[config.mk]
export PLATFORM = sky130hd
export DESIGN_NAME = pc_fetch_flat
export DESIGN_NICKNAME = d
export VERILOG_FILES = /design/src/rtl/mips_pkg.sv /design/src/rtl/pc_fetch_if.sv /design/src/rtl/pc_fetch_next_pc.sv /design/src/rtl/pc_fetch.sv /design/src/flat_wrapper.sv
export SDC_FILE = /design/constraint.sdc
export NUM_CORES = 1
export LEC_CHECK = 0
export BUFFER_PORTS_ARGS = -buffer_cell sky130_fd_sc_hd__buf_2
export CORE_MARGIN = 1.5
export CORE_UTILIZATION = 46
export CTS_CLUSTER_SIZE = 8
export DETAILED_ROUTE_END_ITERATION = 10
export PLACE_DENSITY = 0.9
export SYNTH_ARGS = -nofsm -noshare
export SYNTH_HDL_FRONTEND = slang
export SYNTH_SLANG_ARGS = --single-unit
[constraint.sdc]
create_clock -name clk -period 3.52 [get_ports clk]
set_input_delay 0.176 -clock clk [delete_from_list [all_inputs] [get_ports clk]]
set_output_delay 0.176 -clock clk [all_outputs]
set_load 0.02 [all_outputs]
[src/rtl/mips_pkg.sv]
// Shared definitions for the instruction-fetch front end.
// Holds the next-PC select encodings, the fetch FSM state enum and the default reset PC.
// No logic; imported by pc_fetch, next_pc and the bench.
package mips_pkg;

  localparam logic [31:0] DEFAULT_RESET_PC = 32'h0040_0000;

  // Next-PC select driven by the controller.
  typedef enum logic [1:0] {
    PCSEL_PLUS4  = 2'b00,
    PCSEL_BRANCH = 2'b01,
    PCSEL_JUMP   = 2'b10,
    PCSEL_REG    = 2'b11
  } pcsel_e;

  typedef enum logic [1:0] {
    ST_IDLE  = 2'd0,
    ST_FETCH = 2'd1,
    ST_WAIT  = 2'd2,
    ST_EXEC  = 2'd3
  } fetch_state_e;

endpackage

[src/rtl/pc_fetch_if.sv]
// Instruction-memory request/response bundle.
// Ports: imem_req/imem_addr (fetch -> memory), imem_ready (accept), imem_valid/imem_rdata (response).
// master = fetch unit, slave = instruction memory.
interface pc_fetch_if;

  logic        imem_req;
  logic [31:0] imem_addr;
  logic        imem_ready;
  logic        imem_valid;
  logic [31:0] imem_rdata;

  modport master (
    output imem_req,
    output imem_addr,
    input  imem_ready,
    input  imem_valid,
    input  imem_rdata
  );

  modport slave (
    input  imem_req,
    input  imem_addr,
    output imem_ready,
    output imem_valid,
    output imem_rdata
  );

endinterface

[src/rtl/pc_fetch_next_pc.sv]
// Combinational next-PC selection: pc+4, branch, jump or register target.
// Ports: i_pc, i_instr, i_pcsel, i_jr_target in; o_next_pc, o_pc_plus4, o_misalign (reg target low bits set) out.
// Zero latency, no handshake; all arithmetic wraps modulo 2^32.
module next_pc
  import mips_pkg::*;
(
  input  logic [31:0] i_pc,
  input  logic [31:0] i_instr,
  input  logic [1:0]  i_pcsel,
  input  logic [31:0] i_jr_target,
  output logic [31:0] o_next_pc,
  output logic [31:0] o_pc_plus4,
  output logic        o_misalign
);

  logic [31:0] w_pc_plus4;
  logic [31:0] w_br_off;

  assign w_pc_plus4 = i_pc + 32'd4;
  // Sign-extended word offset, already scaled to bytes.
  assign w_br_off   = {{14{i_instr[15]}}, i_instr[15:0], 2'b00};
  assign o_pc_plus4 = w_pc_plus4;

  always_comb begin
    o_next_pc  = w_pc_plus4;
    o_misalign = 1'b0;
    case (pcsel_e'(i_pcsel))
      PCSEL_PLUS4:  o_next_pc = w_pc_plus4;
      PCSEL_BRANCH: o_next_pc = w_pc_plus4 + w_br_off;
      PCSEL_JUMP:   o_next_pc = {w_pc_plus4[31:28], i_instr[25:0], 2'b00};
      PCSEL_REG: begin
        // Low bits are dropped so fetch stays word aligned; the event is flagged instead.
        o_next_pc  = {i_jr_target[31:2], 2'b00};
        o_misalign = |i_jr_target[1:0];
      end
      default: o_next_pc = w_pc_plus4;
    endcase
  end

endmodule

[src/rtl/pc_fetch.sv]
// Fetch FSM (IDLE/FETCH/WAIT/EXEC): issues imem requests, latches the instruction, strobes enable, advances pc.
// Ports: clk, reset, run, imem (master), pcsel/jr_target, dbg_retired_ld/val (counter preload); instr/op/func, enable, pc/pc_plus4, misalign, retired out.
// Min 3 cycles per instruction; req/addr held while imem_ready low, waits indefinitely for imem_valid, run low finishes the current instruction.
module pc_fetch
  import mips_pkg::*;
#(
  parameter logic [31:0] RESET_PC = DEFAULT_RESET_PC
) (
  input  logic        clk,
  input  logic        reset,
  input  logic        run,
  pc_fetch_if.master  imem,
  input  logic [1:0]  pcsel,
  input  logic [31:0] jr_target,
  input  logic        dbg_retired_ld,
  input  logic [31:0] dbg_retired_val,
  output logic [31:0] instr,
  output logic [5:0]  op,
  output logic [5:0]  func,
  output logic        enable,
  output logic [31:0] pc,
  output logic [31:0] pc_plus4,
  output logic        misalign,
  output logic [31:0] retired
);

  fetch_state_e r_state;
  logic [31:0]  r_pc;
  logic [31:0]  r_instr;
  logic [31:0]  r_retired;
  logic         r_req;
  logic         r_enable;
  logic         r_misalign;

  logic [31:0]  w_next_pc;
  logic [31:0]  w_pc_plus4;
  logic         w_misalign_hit;

  next_pc u_next_pc (
    .i_pc        (r_pc),
    .i_instr     (r_instr),
    .i_pcsel     (pcsel),
    .i_jr_target (jr_target),
    .o_next_pc   (w_next_pc),
    .o_pc_plus4  (w_pc_plus4),
    .o_misalign  (w_misalign_hit)
  );

  // req and enable are registered alongside the state so they are glitch-free
  // and asserted exactly while the FSM sits in FETCH / EXEC respectively.
  always_ff @(posedge clk or posedge reset) begin
    if (reset) begin
      r_state    <= ST_IDLE;
      r_pc       <= RESET_PC;
      r_instr    <= 32'd0;
      r_retired  <= 32'd0;
      r_req      <= 1'b0;
      r_enable   <= 1'b0;
      r_misalign <= 1'b0;
    end else begin
      case (r_state)
        ST_IDLE: begin
          if (run) begin
            r_state <= ST_FETCH;
            r_req   <= 1'b1;
          end
        end
        ST_FETCH: begin
          if (imem.imem_ready) begin
            r_state <= ST_WAIT;
            r_req   <= 1'b0;
          end
        end
        ST_WAIT: begin
          // Only place imem_valid is honoured; stray responses elsewhere are dropped.
          if (imem.imem_valid) begin
            r_instr  <= imem.imem_rdata;
            r_state  <= ST_EXEC;
            r_enable <= 1'b1;
          end
        end
        ST_EXEC: begin
          r_enable  <= 1'b0;
          r_pc      <= w_next_pc;
          r_retired <= r_retired + 32'd1;
          if (w_misalign_hit) begin
            r_misalign <= 1'b1;
          end
          if (run) begin
            r_state <= ST_FETCH;
            r_req   <= 1'b1;
          end else begin
            r_state <= ST_IDLE;
          end
        end
        default: begin
          r_state  <= ST_IDLE;
          r_req    <= 1'b0;
          r_enable <= 1'b0;
        end
      endcase
      // Debug preload of the retire counter takes priority over the increment.
      if (dbg_retired_ld) begin
        r_retired <= dbg_retired_val;
      end
    end
  end

  assign imem.imem_req  = r_req;
  assign imem.imem_addr = r_pc;
  assign instr          = r_instr;
  assign op             = r_instr[31:26];
  assign func           = r_instr[5:0];
  assign enable         = r_enable;
  assign pc             = r_pc;
  assign pc_plus4       = w_pc_plus4;
  assign misalign       = r_misalign;
  assign retired        = r_retired;

endmodule
[src/flat_wrapper.sv]
// flat-port wrapper written by rule: the top's interface ports become plain ports
module pc_fetch_flat import mips_pkg::*;
#(
  parameter logic [31:0] RESET_PC = DEFAULT_RESET_PC
)
  (clk, reset, run, pcsel, jr_target, dbg_retired_ld, dbg_retired_val, instr, op, func, enable, pc, pc_plus4, misalign, retired, imem_imem_req, imem_imem_addr, imem_imem_ready, imem_imem_valid, imem_imem_rdata);
  pc_fetch_if imem_i ();
  input  logic clk;
  input  logic reset;
  input  logic run;
  input  logic [1:0] pcsel;
  input  logic [31:0] jr_target;
  input  logic dbg_retired_ld;
  input  logic [31:0] dbg_retired_val;
  output logic [31:0] instr;
  output logic [5:0] op;
  output logic [5:0] func;
  output logic enable;
  output logic [31:0] pc;
  output logic [31:0] pc_plus4;
  output logic misalign;
  output logic [31:0] retired;
  output wire logic [$bits(imem_i.imem_req)-1:0] imem_imem_req;
  output wire logic [$bits(imem_i.imem_addr)-1:0] imem_imem_addr;
  input wire logic [$bits(imem_i.imem_ready)-1:0] imem_imem_ready;
  input wire logic [$bits(imem_i.imem_valid)-1:0] imem_imem_valid;
  input wire logic [$bits(imem_i.imem_rdata)-1:0] imem_imem_rdata;
  assign imem_imem_req = imem_i.imem_req;
  assign imem_imem_addr = imem_i.imem_addr;
  assign imem_i.imem_ready = imem_imem_ready;
  assign imem_i.imem_valid = imem_imem_valid;
  assign imem_i.imem_rdata = imem_imem_rdata;
  pc_fetch #(.RESET_PC(RESET_PC)) u_core (.clk(clk), .reset(reset), .run(run), .imem(imem_i), .pcsel(pcsel), .jr_target(jr_target), .dbg_retired_ld(dbg_retired_ld), .dbg_retired_val(dbg_retired_val), .instr(instr), .op(op), .func(func), .enable(enable), .pc(pc), .pc_plus4(pc_plus4), .misalign(misalign), .retired(retired));
endmodule
# Word level (Yosys, flattened, before mapping)
# Index checks and enable logic that the tools add are counted.
[word_totals] reg_bits=101 inputBits=104 out_inout_bits=175
[op_classes] add_sub_neg=3 eq_ne=10 muxes=14 n_reduce_logical=12
[op_table] operator="$pmux W32 S4" n=1
[op_table] operator="$mux W32" n=2
[op_table] operator="$add A32 B1 Y32 const B" n=1
[op_table] operator="$add A32 B3 Y32 const B" n=1
[op_table] operator="$add A32 B32 Y32" n=1
[op_table] operator="$eq A2 B2 Y1 const B" n=4
[op_table] operator="$pmux W2 S4" n=1
[op_table] operator="$mux W2" n=3
[op_table] operator="$ne A2 B2 Y1 const B" n=3
[op_table] operator="$reduce_and A2 Y1" n=3
[op_table] operator="$reduce_and A3 Y1" n=2
[op_table] operator="$reduce_bool A2 Y1" n=3
[op_table] operator="$mux W1" n=5
[op_table] operator="$eq A2 B1 Y1 const B" n=2
[op_table] operator="$logic_not A2 Y1" n=2
[op_table] operator="$pmux W1 S2" n=2
[op_table] operator="$reduce_or A2 Y1" n=2
[op_table] operator="$ne A2 B1 Y1 const B" n=1

# Logic depth before layout (Yosys ltp)
# Gate-level depths: netlist (run 1).
[logic_depth] ltp_word=4 depth_mapped=16 mapped_depth_nobuf=16

# By module
# A second synthesis (run 1) with hierarchy kept.
[hier_totals] hier_cells=793 area_unflattened_um2=7729.9
[modules_own_cells] module="pc_fetch" n_inst=1 cells_per_inst=436 area_each_um2=4918.5 seq_area_each_um2=2528.7
[modules_own_cells] module="next_pc" n_inst=1 cells_per_inst=357 area_each_um2=2811.4 seq_area_each_um2=0.0

# Worst setup path before layout (run 1)
# OpenSTA, ideal clock, no wires.
[synth_timing] path_kind="register to register" start="register u_core.r_pc[3], in the netlist u_core.imem.imem_addr[3]" end="register u_core.r_pc[31], in the netlist u_core.imem.imem_addr[31]" setup_time_ns=0.140 arrival_time_ns=4.022 path_slack_ns=-0.642 path_stages_with_launch=16 period_less_slack_ns=4.162 cell_sequence="dfrtp_1 > ha_1 > nand3_1 > nor4_4 > and2_1 > and3_1 > xor2_1 > ha_1 > clkbuf_1 > a2111oi_0 > o21ai_0 > a31o_2 > o21bai_1 > a31oi_1 > xnor2_1 > a31oi_1"
[synth_via] elab_chain_len=3
[synth_rtl] element="from (decl)" line="pc_fetch.sv:28" text="logic [31:0] r_pc;"
[synth_rtl] element="from (signal assigned)" line="pc_fetch.sv:84" text="r_pc <= w_next_pc;"
[synth_rtl] element="$add A32 B3 Y32" line="pc_fetch_next_pc.sv:19" text="assign w_pc_plus4 = i_pc + 32'd4;"
[synth_rtl] element="named net pc_plus4[26]" line="flat_wrapper.sv:20" text="output logic [31:0] pc_plus4;"
[synth_rtl] element="$add A32 B32 Y32" line="pc_fetch_next_pc.sv:29" text="PCSEL_BRANCH: o_next_pc = w_pc_plus4 + w_br_off;"
[synth_rtl] element="$pmux W32 S4" line="pc_fetch_next_pc.sv:27" text="case (pcsel_e'(i_pcsel))"
# The timed path passes the listed nets, and every way through them passes these cells.
# A chain may end at the register's enable or synchronous reset.

# Final worst setup path (run 1)
[layout_timing] start="register u_core.r_pc[2], in the netlist u_core.imem.imem_addr[2]" end="register u_core.r_pc[14], in the netlist u_core.imem.imem_addr[14]"
[layout_via] elab_chain_len=3
[layout_rtl] element="$add A32 B3 Y32 (*)" line="pc_fetch_next_pc.sv:19"
[layout_rtl] element="$add A32 B32 Y32" line="pc_fetch_next_pc.sv:29"
[layout_rtl] element="$pmux W32 S4 (*)" line="pc_fetch_next_pc.sv:27"
# Every way passes the cells marked *; elsewhere a longest branch is shown, timed or not.

==> summary.md, run 1 <==
| Metric | Value |
|---|---|
| NetSw | `5.68 mW` |
| Setup slack at placement | `50.5 ps` |
| IO buf count | `roughly 270` |
| Min cycle time layout | `between 3000 and 4000 ps` |
| Primary FF master, synth | `dfrtp_1` |
| Failing checks | `hold timing` |
| CTS tree | `done` |
| Tightest Hold Check Type | `in2async` |
| Gate power share | `between 70% and 80%` |
| Post-DP HPWL | `around 19 mm` |
| Actual slew at the worst max-slew pin | `around 900 ps` |
| Ports | `279` |
| Number of synthesized flops with an enable pin | `0` |
| WL per Instance | `about 19 µm` |
| Remaining DRCs | `0` |
| Count of final setup violators | `0` |
| Leading post-synthesis cells by cell area | `dfrtp_1 (32%), ha_1 (6.8%), mux2_2 (6.0%)` |
| Fin worst setup slack | `about 67 ps` |
| Worst vdd ir | `between 0.0004 and 0.0005 V` |
| Bufs on Longest Clock Path | `2` |
| Post-Syn Area | `roughly 7700 µm²` |
| Startpoint types | `flop` |
| Syn avg cell area | `slightly below 9 µm²` |
| Fraction of registers with async set/reset | `100%` |
| Max-cap viol count | `0` |
| First-pass GRT wire length | `between 30 and 40 mm` |
| Global Route Usage Sum | `a little over a quarter` |
| H-Tree Depth | `3` |
| Synth warn | `0` |
| Setup crit end kind | `flop` |
| Initial DRT Pass Iterations | `5` |
| DRT iter0 DRCs | `between 400 and 500` |
| Routed Wire Length | `about 25 mm` |
| Reg power frac | `19.6%` |
| Skew final | `~11 ps` |
| Final hold vios | `32` |
| Setup TNS Final | `0 ps` |
| NumNets Final | `1,264` |
| RSZ-0062 raised after global routing | `true` |
| Die Y | `about 130 µm` |
| Clock share of power | `around 9%` |
| Total number of vias | `between 7,000 and 8,000` |
| Largest net degree at the start of global routing | `65` |
| Slew Viols, Final | `0` |
| Relative slew margins | `38.6%` |
| Sw frac | `between 50 and 60%` |
| RD Place Congestion | `about 0.94` |
| Flops & latches, synth | `around 100` |
| Antenna Violating Nets Remaining | `0` |
| Via density | `5.66` |
| Vias in the first global route | `7,326` |
| Status | `finished, violations left` |
| Worst Path Max Fanout | `6` |
| Chip width | `between 100 and 150 µm` |
| Initial Utilization | `a little under half` |
| Root buffer cell | `clkbuf_16` |
| Worst-path clk slew | `around 80 ps` |
| CTS buffer count | `9` |
| Core Box Area | `16,500 µm²` |
| Largest area contributor in the synthesized netlist | `dfrtp_1` |
| Pwr/cell area | `1110 nW/µm²` |
| Worst-Skew Late Latency | `about 350 ps` |
| Share of cells above drive strength 1 | `about two fifths` |
| CP Data Required Time | `roughly 3800 ps` |
| Top cell type's share of synthesized area | `around a third` |
| Initial antenna violation count | `4` |
| Num rows | `47` |
| Pleak | `roughly 4.6 nW` |
| F_max | `between 0.2 and 0.3 GHz` |
| WP data arrival | `between 3000 and 4000 ps` |
| Library cells used by synthesis | `a little under 70` |
| Final global-route overflow total | `0` |
| P&R area growth vs syn | `29.5%` |
| Cell count after synthesis | `between 800 and 900` |
| Final period utilization | `a little over nine tenths` |
| Die Footprint | `roughly 17,000 µm²` |
| Setup CP Type | `reg2reg` |
| Hold Slack | `-27.9 ps` |
| Internal power of the cells | `roughly 5.3 mW` |
| Sequential share of the synthesized area | `between 30% and 40%` |
| CTS Sinks | `99` |
## cell type report
cell class,instances,area [µm²]
Fill cell,1399,6530
Multi-Input combinational cell,658,5030
Sequential cell,99,2490
Timing Repair Buffer,324,1760
Tap cell,220,275
Clock buffer,11,243
Inverter,25,96.3
Clock inverter,5,36.3
Antenna cell,2,5.00
## cell usage after synthesis, types with 6 or more instances
master and n:
a21o_1 9, nand3_1 35, xor2_1 36, buf_4 48, nor2_1 44, o21ai_0 71, nand2_1 96, mux4_2 7
dfrtp_1 98, clkbuf_1 25, a21oi_1 56, nand4_1 17, o22ai_1 14, inv_1 24, xnor2_1 46, mux2i_1 20
nor2b_1 6, buf_1 7, and3_1 12, nor3_1 6, and4_1 8, mux2_2 41, ha_1 42
## worst max-delay path, cell delays in order, from the launching register on
cell and delay (ps):
dfrtp_2 430, buf_4 140, nand3_4 120, nor2_2 170, and4_1 270, xor2_2 280, ha_1 340, nand4_1 120
o22ai_1 90, a211oi_2 380, nand2_1 110, xor2_1 160, mux4_2 460, mux2_2 270
## path summary, 6_finish.rpt
path / start / end / slack [ps] / cells after the start
max: u_core.imem.imem_addr[2] / u_core.imem.imem_addr[14] / 70 / 13
min: reset / u_core.retired[27] / -30 / 2
max reg2reg: u_core.imem.imem_addr[2] / u_core.imem.imem_addr[14] / 70 / 13
min reg2reg: u_core.misalign / u_core.misalign / 470 / 2
max in group asynchronous: reset / u_core.imem.imem_addr[6] / 2780 / 3
min in group clk: dbg_retired_val[9] / u_core.retired[9] / 30 / 3
## metrics by stage
step,std cells,utilization [%],power (mW),instance area [µm²]
after floorplan,863,-,7.32,7800
after global placement,1318,56.5,9.21,9300
after detailed placement,1318,56.5,9.37,9300
after CTS,1334,58.2,10.4,9580
after global routing,1344,60.4,11.7,9940
final,1344,60.4,11.0,9940
## repair_timing
action / 4_1_cts / 5_1_grt
endpoints found under the hold margin: 0 / 0
cloned: 0 / 0
resized for setup: 1 / 55
endpoints found under the setup margin: 1 / 17
pin swaps: 0 / 15
buffers inserted: 0 / 8
hold buffers: 0 / 0
## state kept, by name, summed over array words and instances (netlist names)
register,cells
u_core.enable,1
u_core.imem.imem_addr,30
u_core.imem.imem_req,1
u_core.instr,32
u_core.misalign,1
u_core.r_state,2
u_core.retired,32
## cells in the final DEF, fill, tap and decap left out, drive strengths merged, types with 7 or more instances in the layout
master / count
mux4: 7
a21oi: 56
nand4: 17
inv: 26
and3: 13
ha: 42
xnor2: 47
buf: 324
clkbuf: 11
nand2: 96
mux2: 41
xor2: 36
o21ai: 71
a21o: 9
o22ai: 14
mux2i: 20
nand3: 37
nor2: 44
dfrtp: 98
and4: 8
## routing by layer
layer  vias up  GRT usage [%]  wire [µm]
met1      3605           33.5       9900
met5         -              0         13
met3        52           5.19       1910
met2       397           46.7      12400
met4         2           10.7        703
li1       3545              -          -
## power groups by stage
stage                     Combinational, mW  Clock (mW)  Sequential, mW
final                                  7.86       0.975            2.15
after CTS                              7.28       0.996            2.12
after global routing                   8.40        1.04            2.23
after floorplan                        4.71           0            2.61
after detailed placement               7.23           0            2.14
after global placement                 7.10           0            2.11
## kinds of logic after synthesis
logic type | synth area share (%)
simple gates | 16.5
compound gates | 16.1
buf+inv | 7.55
flops | 32.3
xor+xnor | 9.71
mux | 10.7
fa+ha+maj | 7.11
other cells | 0.0488
Power figures use the tool's default switching activity.
==> run 2, diff against run 1 <==
--- a/config.mk
+++ b/config.mk
@@ -6,7 +6,7 @@
 export NUM_CORES = 1
 export LEC_CHECK = 0
 export BUFFER_PORTS_ARGS = -buffer_cell sky130_fd_sc_hd__buf_2
-export CORE_MARGIN = 1.5
+export CORE_MARGIN = 4
 export CORE_UTILIZATION = 46
 export CTS_CLUSTER_SIZE = 8
 export DETAILED_ROUTE_END_ITERATION = 10
==> summary.md, run 2 (synthesis gave the netlist of run 1 again) <==
| Metric | Value |
|---|---|
| Num rows | `46` |
| Post-DP HPWL | `about 20 mm` |
| Final global-route overflow total | `0` |
| CP max stage delay | `430 ps` |
| Metal2 WL | `around 13 mm` |
| DP Cell Count | `1,319` |
| Pleak | `between 4 and 5 nW` |
| Worst-path clk slew | `approximately 80 ps` |
| CTS tree | `done` |
| Ports | `279` |
| Core Box Area | `roughly 16,000 µm²` |
| Most frequent cells in the layout | `buf_2 (272), nand2_1 (94), dfrtp_1 (86), o21ai_0 (69)` |
| NumNets Final | `1,265` |
| Status | `finished clean` |
| Chip width | `137 µm` |
| Worst vdd ir | `between 0.0005 and 0.0006 V` |
| Slowest CP cell | `dfrtp_2` |
| NetSw | `around 5.7 mW` |
| Slew Viols, Final | `0` |
| IO buf count | `272` |
| Crit-path cells | `ha_4, nand3_4, nor4_4, and2_4, and3_4, xor2_4, ha_4, a2111oi_4, o21ai_1, a31o_2, o21bai_1, a31oi_1, xnor2_1, a31oi_1` |
| Sw frac | `between 50% and 60%` |
| Overall power | `approximately 11 mW` |
| Root buffer cell | `clkbuf_16` |
| CTS Sinks | `between 90 and 100` |
| Initial DRT Pass Iterations | `5` |
| H-Tree Depth | `3` |
| Final std cells w/o fill | `1,339` |
| Commonest non-fill, non-tap cell in the layout | `buf_2` |
| Count of final setup violators | `0` |
| Setup CP Type | `reg2reg` |
| Worst-Skew Late Latency | `roughly 360 ps` |
| Bufs on Longest Clock Path | `2` |
| Total number of vias | `about 7,600` |
| Final hold vios | `0` |
| Met1 wire length | `roughly 10 mm` |
| Worst Path Max Fanout | `5` |
| Final core occ | `a little over 60%` |
| Largest net degree at the start of global routing | `65` |
| RD Place Congestion | `approximately 1` |
| WL per Instance | `between 15 and 20 µm` |
| Min cycle time layout | `3440 ps` |
| Hold_sp | `dbg_retired_val[27]` |
| Startpoint types | `flop` |
| Vias in the first global route | `~7,500` |
| Relative slew margins | `a little under a third` |
| P&R area growth vs syn | `28.3%` |
| Gate power share | `a little over two thirds` |
| Worst R2R Start | `u_core.imem.imem_addr[2]` |
| Reg2Reg Capture Point | `u_core.imem.imem_addr[31]` |
| Top Layer Used | `met5` |
| Worst hold endpoint | `u_core.retired[27]` |
| Actual slew at the worst max-slew pin | `1030 ps` |
| Setup crit end kind | `flop` |
| Initial Utilization | `47.6%` |
| Clock share of power | `a little under 10%` |
| Tightest Hold Check Type | `in2reg` |
| CP Data Required Time | `roughly 3700 ps` |
| RSZ-0062 raised after global routing | `true` |
| Antenna Violating Nets Remaining | `0` |
| Hold Slack | `approximately 21 ps` |
| Pwr/cell area | `between 1000 and 1500 nW/µm²` |
| Share of cells above drive strength 1 | `roughly two fifths` |
| Worst hold path depth | `3` |
| Flop-to-flop setup slack | `roughly 80 ps` |
| Die Y | `roughly 140 µm` |
| Global Route Usage Sum | `26.2%` |
| Die Footprint | `18,800 µm²` |
| Via density | `roughly 5.7` |
| Initial antenna violation count | `2` |
| Antenna diode count | `0` |
| First-pass GRT wire length | `~38 mm` |
| Bufs and invs on worst path | `0` |
| Worst path top cell family by delay | `compound AO/OA/AOI/OAI gates` |
| CTS buffer count | `9` |
| F_max | `~0.29 GHz` |
| DRT iter0 DRCs | `around 450` |
| Final period utilization | `97.7%` |
| Max-cap viol count | `0` |
| Remaining DRCs | `0` |
| R2r worst-path depth | `14` |
| WP data arrival | `3660 ps` |
| Skew final | `15.7 ps` |
| Routed Wire Length | `approximately 25 mm` |
| Internal power of the cells | `5.33 mW` |
| Filler cells | `about 1,300` |
| Met3 WL | `2.04 mm` |
| Reg power frac | `between 10% and 20%` |
[run 2: cell types whose count changed in the layout (fill, tap and decap cells not counted), moves of 3 or more]
cell / before / now
o21ai_1: 5 / 2
ha_2: 6 / 2
o21ai_0: 66 / 69
ha_4: 5 / 2
ha_1: 31 / 38
[run 2: worst min-delay path, stage by stage]
cell     delay [ps]
buf_2            70
nand2_1          40
o21ai_0          60
[run 2: worst max-delay path by stage]
stage                     depth (start not counted)                        end                startpoint
after global routing                             14  u_core.imem.imem_addr[31]  u_core.imem.imem_addr[3]
after global placement                           14  u_core.imem.imem_addr[28]  u_core.imem.imem_addr[2]
after CTS                                        14  u_core.imem.imem_addr[28]  u_core.imem.imem_addr[2]
after floorplan                                  15  u_core.imem.imem_addr[31]  u_core.imem.imem_addr[2]
after detailed placement                         14  u_core.imem.imem_addr[28]  u_core.imem.imem_addr[2]
final                                            14  u_core.imem.imem_addr[31]  u_core.imem.imem_addr[2]
[run 2: power groups by stage]
stage	clock, mW	combinational (mW)	sequential (mW)
after floorplan	0	4.71	2.61
after global placement	0	7.23	2.13
after detailed placement	0	7.35	2.16
after CTS	1.11	7.39	2.14
after global routing	1.15	8.32	2.23
final	1.09	7.75	2.17
[run 2: final cells by class]
| cell class | instances | area (µm²) | area share (%) |
|---|---|---|---|
| flip-flops and latches | 99 | 2490 | 25.3 |
| clock buffers | 10 | 239 | 2.43 |
| well taps | 216 | 270 | 2.74 |
| multi-input cells | 658 | 4890 | 49.7 |
| inverters | 25 | 96.3 | 0.978 |
| repair buffers | 325 | 1770 | 18.0 |
| clock inverters | 6 | 81.3 | 0.826 |
[run 2: repair_timing]
action / CTS / global route
pin swaps: 0 / 7
hold buffers: 1 / 0
setup endpoints to repair: 1 / 14
gates resized for setup: 1 / 31
buffers inserted: 0 / 3
endpoints found under the hold margin: 48 / 0
[run 2: stage by stage]
stage               instance area, µm²  setup WS (ps)  setup TNS (ps)
finish                            9850           80.5               0
global route                      9850          -39.9           -70.5
CTS                               9670           34.0               0
detailed placement                9340        -0.0533         -0.0533
global placement                  9340           56.3               0
floorplan                         7800          -40.5           -40.5
[run 2: routing by layer]
layer	vias up	global-route usage, %
met2	400	45.5
met5	-	0
met1	3636	32.0
met4	4	10.4
met3	64	5.04
li1	3543	-
==> run 3, diff against run 2 <==
==> constraint.sdc (replaced) <==
create_clock -name clk -period 3.52 [get_ports clk]
set_input_delay 0.528 -clock clk [delete_from_list [all_inputs] [get_ports clk]]
set_output_delay 0.528 -clock clk [all_outputs]
set_load 0.02 [all_outputs]
==> summary.md, run 3 (synthesis gave the netlist of run 1 again) <==
| Metric | Value |
|---|---|
| DRT iter0 DRCs | `499` |
| IO buf count | `roughly 270` |
| Pwr/cell area | `between 1000 and 1500 nW/µm²` |
| Antenna Violating Nets Remaining | `0` |
| Vias in the first global route | `~7,500` |
| Met1 usage | `between 30% and 40%` |
| CTS buffer count | `9` |
| Startpoint types | `flop` |
| Global Route Usage Sum | `a little over a quarter` |
| Remaining DRCs | `0` |
| Skew final | `roughly 11 ps` |
| RD Place Congestion | `0.973` |
| GR peak layer | `met2` |
| Tightest Hold Check Type | `in2async` |
| Met3 Usage GRT | `between 6 and 7%` |
| Bufs and invs on worst path | `3` |
| Fin worst setup slack | `between 50 and 60 ps` |
| Final global-route overflow total | `0` |
| Worst-Skew Late Latency | `around 350 ps` |
| F_max | `slightly below 0.3 GHz` |
| Setup crit end kind | `flop` |
| Filler cells | `between 1,000 and 1,500` |
| Cell Area, Placed | `between 9000 and 10,000 µm²` |
| WP data arrival | `3710 ps` |
| Routed Wire Length | `between 20 and 30 mm` |
| First-pass GRT wire length | `38.4 mm` |
| Num rows | `46` |
| NumNets Final | `~1,300` |
| Root buffer cell | `clkbuf_16` |
| Setup CP Type | `reg2reg` |
| Relative slew margins | `around a third` |
| Core Box Area | `around 16,000 µm²` |
| Initial DRT Pass Iterations | `5` |
| Worst-path clk slew | `about 80 ps` |
| Fin area | `10000 µm²` |
| Actual slew at the worst max-slew pin | `1010 ps` |
| Initial Utilization | `a little under half` |
| Post-DP HPWL | `~20 mm` |
| Top cell by count, worst path | `buf_4` |
| Final hold vios | `0` |
| Die Y | `about 140 µm` |
| Pleak | `~4.7 nW` |
| Max-cap viol count | `0` |
| Worst Path Max Fanout | `6` |
| Setup slack at placement | `-17.3 ps` |
| Ports | `about 280` |
| P&R area growth vs syn | `30.2%` |
| Bufs on Longest Clock Path | `2` |
| Crit-path cells | `buf_4, nand3_4, or4_4, xnor2_2, ha_1, nand2_1, o22ai_1, a211oi_2, buf_4, a21oi_2, a31oi_1, buf_4, o41ai_4, xnor2_1, a21oi_1` |
| Die Footprint | `18,800 µm²` |
| Initial antenna violation count | `2` |
| Chip width | `137 µm` |
| Status | `finished clean` |
| Hold Slack | `between 200 and 300 ps` |
| Min cycle time layout | `3470 ps` |
| RSZ-0062 raised after global routing | `true` |
| Largest net degree at the start of global routing | `65` |
| Antenna diode count | `0` |
| Count of final setup violators | `0` |
| CP Data Required Time | `between 3000 and 4000 ps` |
| Hold_buf cts | `0` |
| GR Util met2 | `44.8%` |
| Commonest non-fill, non-tap cell in the layout | `buf_2` |
| Overall power | `between 10 and 15 mW` |
| Most frequent cells in the layout | `buf_2 (272), nand2_1 (93), dfrtp_1 (87), o21ai_0 (67), buf_4 (61)` |
| CP max stage delay | `~550 ps` |
| Flop-to-flop setup slack | `50 ps` |
| Slowest CP cell | `or4_4` |
| CTS Sinks | `between 90 and 100` |
| Final core occ | `between 60% and 70%` |
| H-Tree Depth | `3` |
| Share of cells above drive strength 1 | `41.6%` |
| Via density | `around 5.8` |
| Worst path top cell family by delay | `compound AO/OA/AOI/OAI gates` |
| Slew Viols, Final | `0` |
| CTS tree | `done` |
| Worst vdd ir | `approximately 0.0005 V` |
| Final period utilization | `98.5%` |
| WL per Instance | `19.1 µm` |
| Total number of vias | `between 7,000 and 8,000` |
-- run 3: power breakdown --
part	switching [mW]	internal (mW)	leakage, nW
logic	4.69	3.25	3.38
clock network	0.473	0.633	0.156
registers	0.588	1.58	1.16
total	5.76	5.46	4.70
-- run 3: final timing paths --
kind,start,to,cells after the start
max,u_core.imem.imem_addr[2],u_core.imem.imem_addr[28],15
min,reset,u_core.retired[23],2
max reg2reg,u_core.imem.imem_addr[2],u_core.imem.imem_addr[28],15
min reg2reg,u_core.misalign,u_core.misalign,2
max in group asynchronous,reset,u_core.imem.imem_req,3
min in group clk,dbg_retired_val[27],u_core.retired[27],3
-- run 3: routing by layer --
metal  share of wire, %  wire length, µm  up-vias
li1                   -                -     3567
met4                3.7              957        4
met5              0.089               23        -
met1                 38             9850     3672
met2                 49            12700      428
met3                8.7             2250       82
-- run 3: area by class of cell --
cell class                      count  area [µm²]  area share [%]
Timing Repair Buffer              333        1820            18.2
Clock buffer                       11         233            2.33
Tap cell                          216         270            2.70
Multi-Input combinational cell    658        5000            50.0
Clock inverter                      5        88.8           0.888
Sequential cell                    99        2490            24.9
Inverter                           25        96.3           0.964
-- run 3: through the flow --
step	setup TNS, ps	cells
after floorplan	-40.5	863
after global placement	0	1320
after detailed placement	-17.3	1320
after CTS	0	1336
after global routing	-358	1347
final	0	1347
-- run 3: repair_timing --
item	CTS	global route
gates cloned	0	0
pin swaps	0	22
setup buffers	0	11
gates resized for setup	1	52
endpoints found under the setup margin	1	16
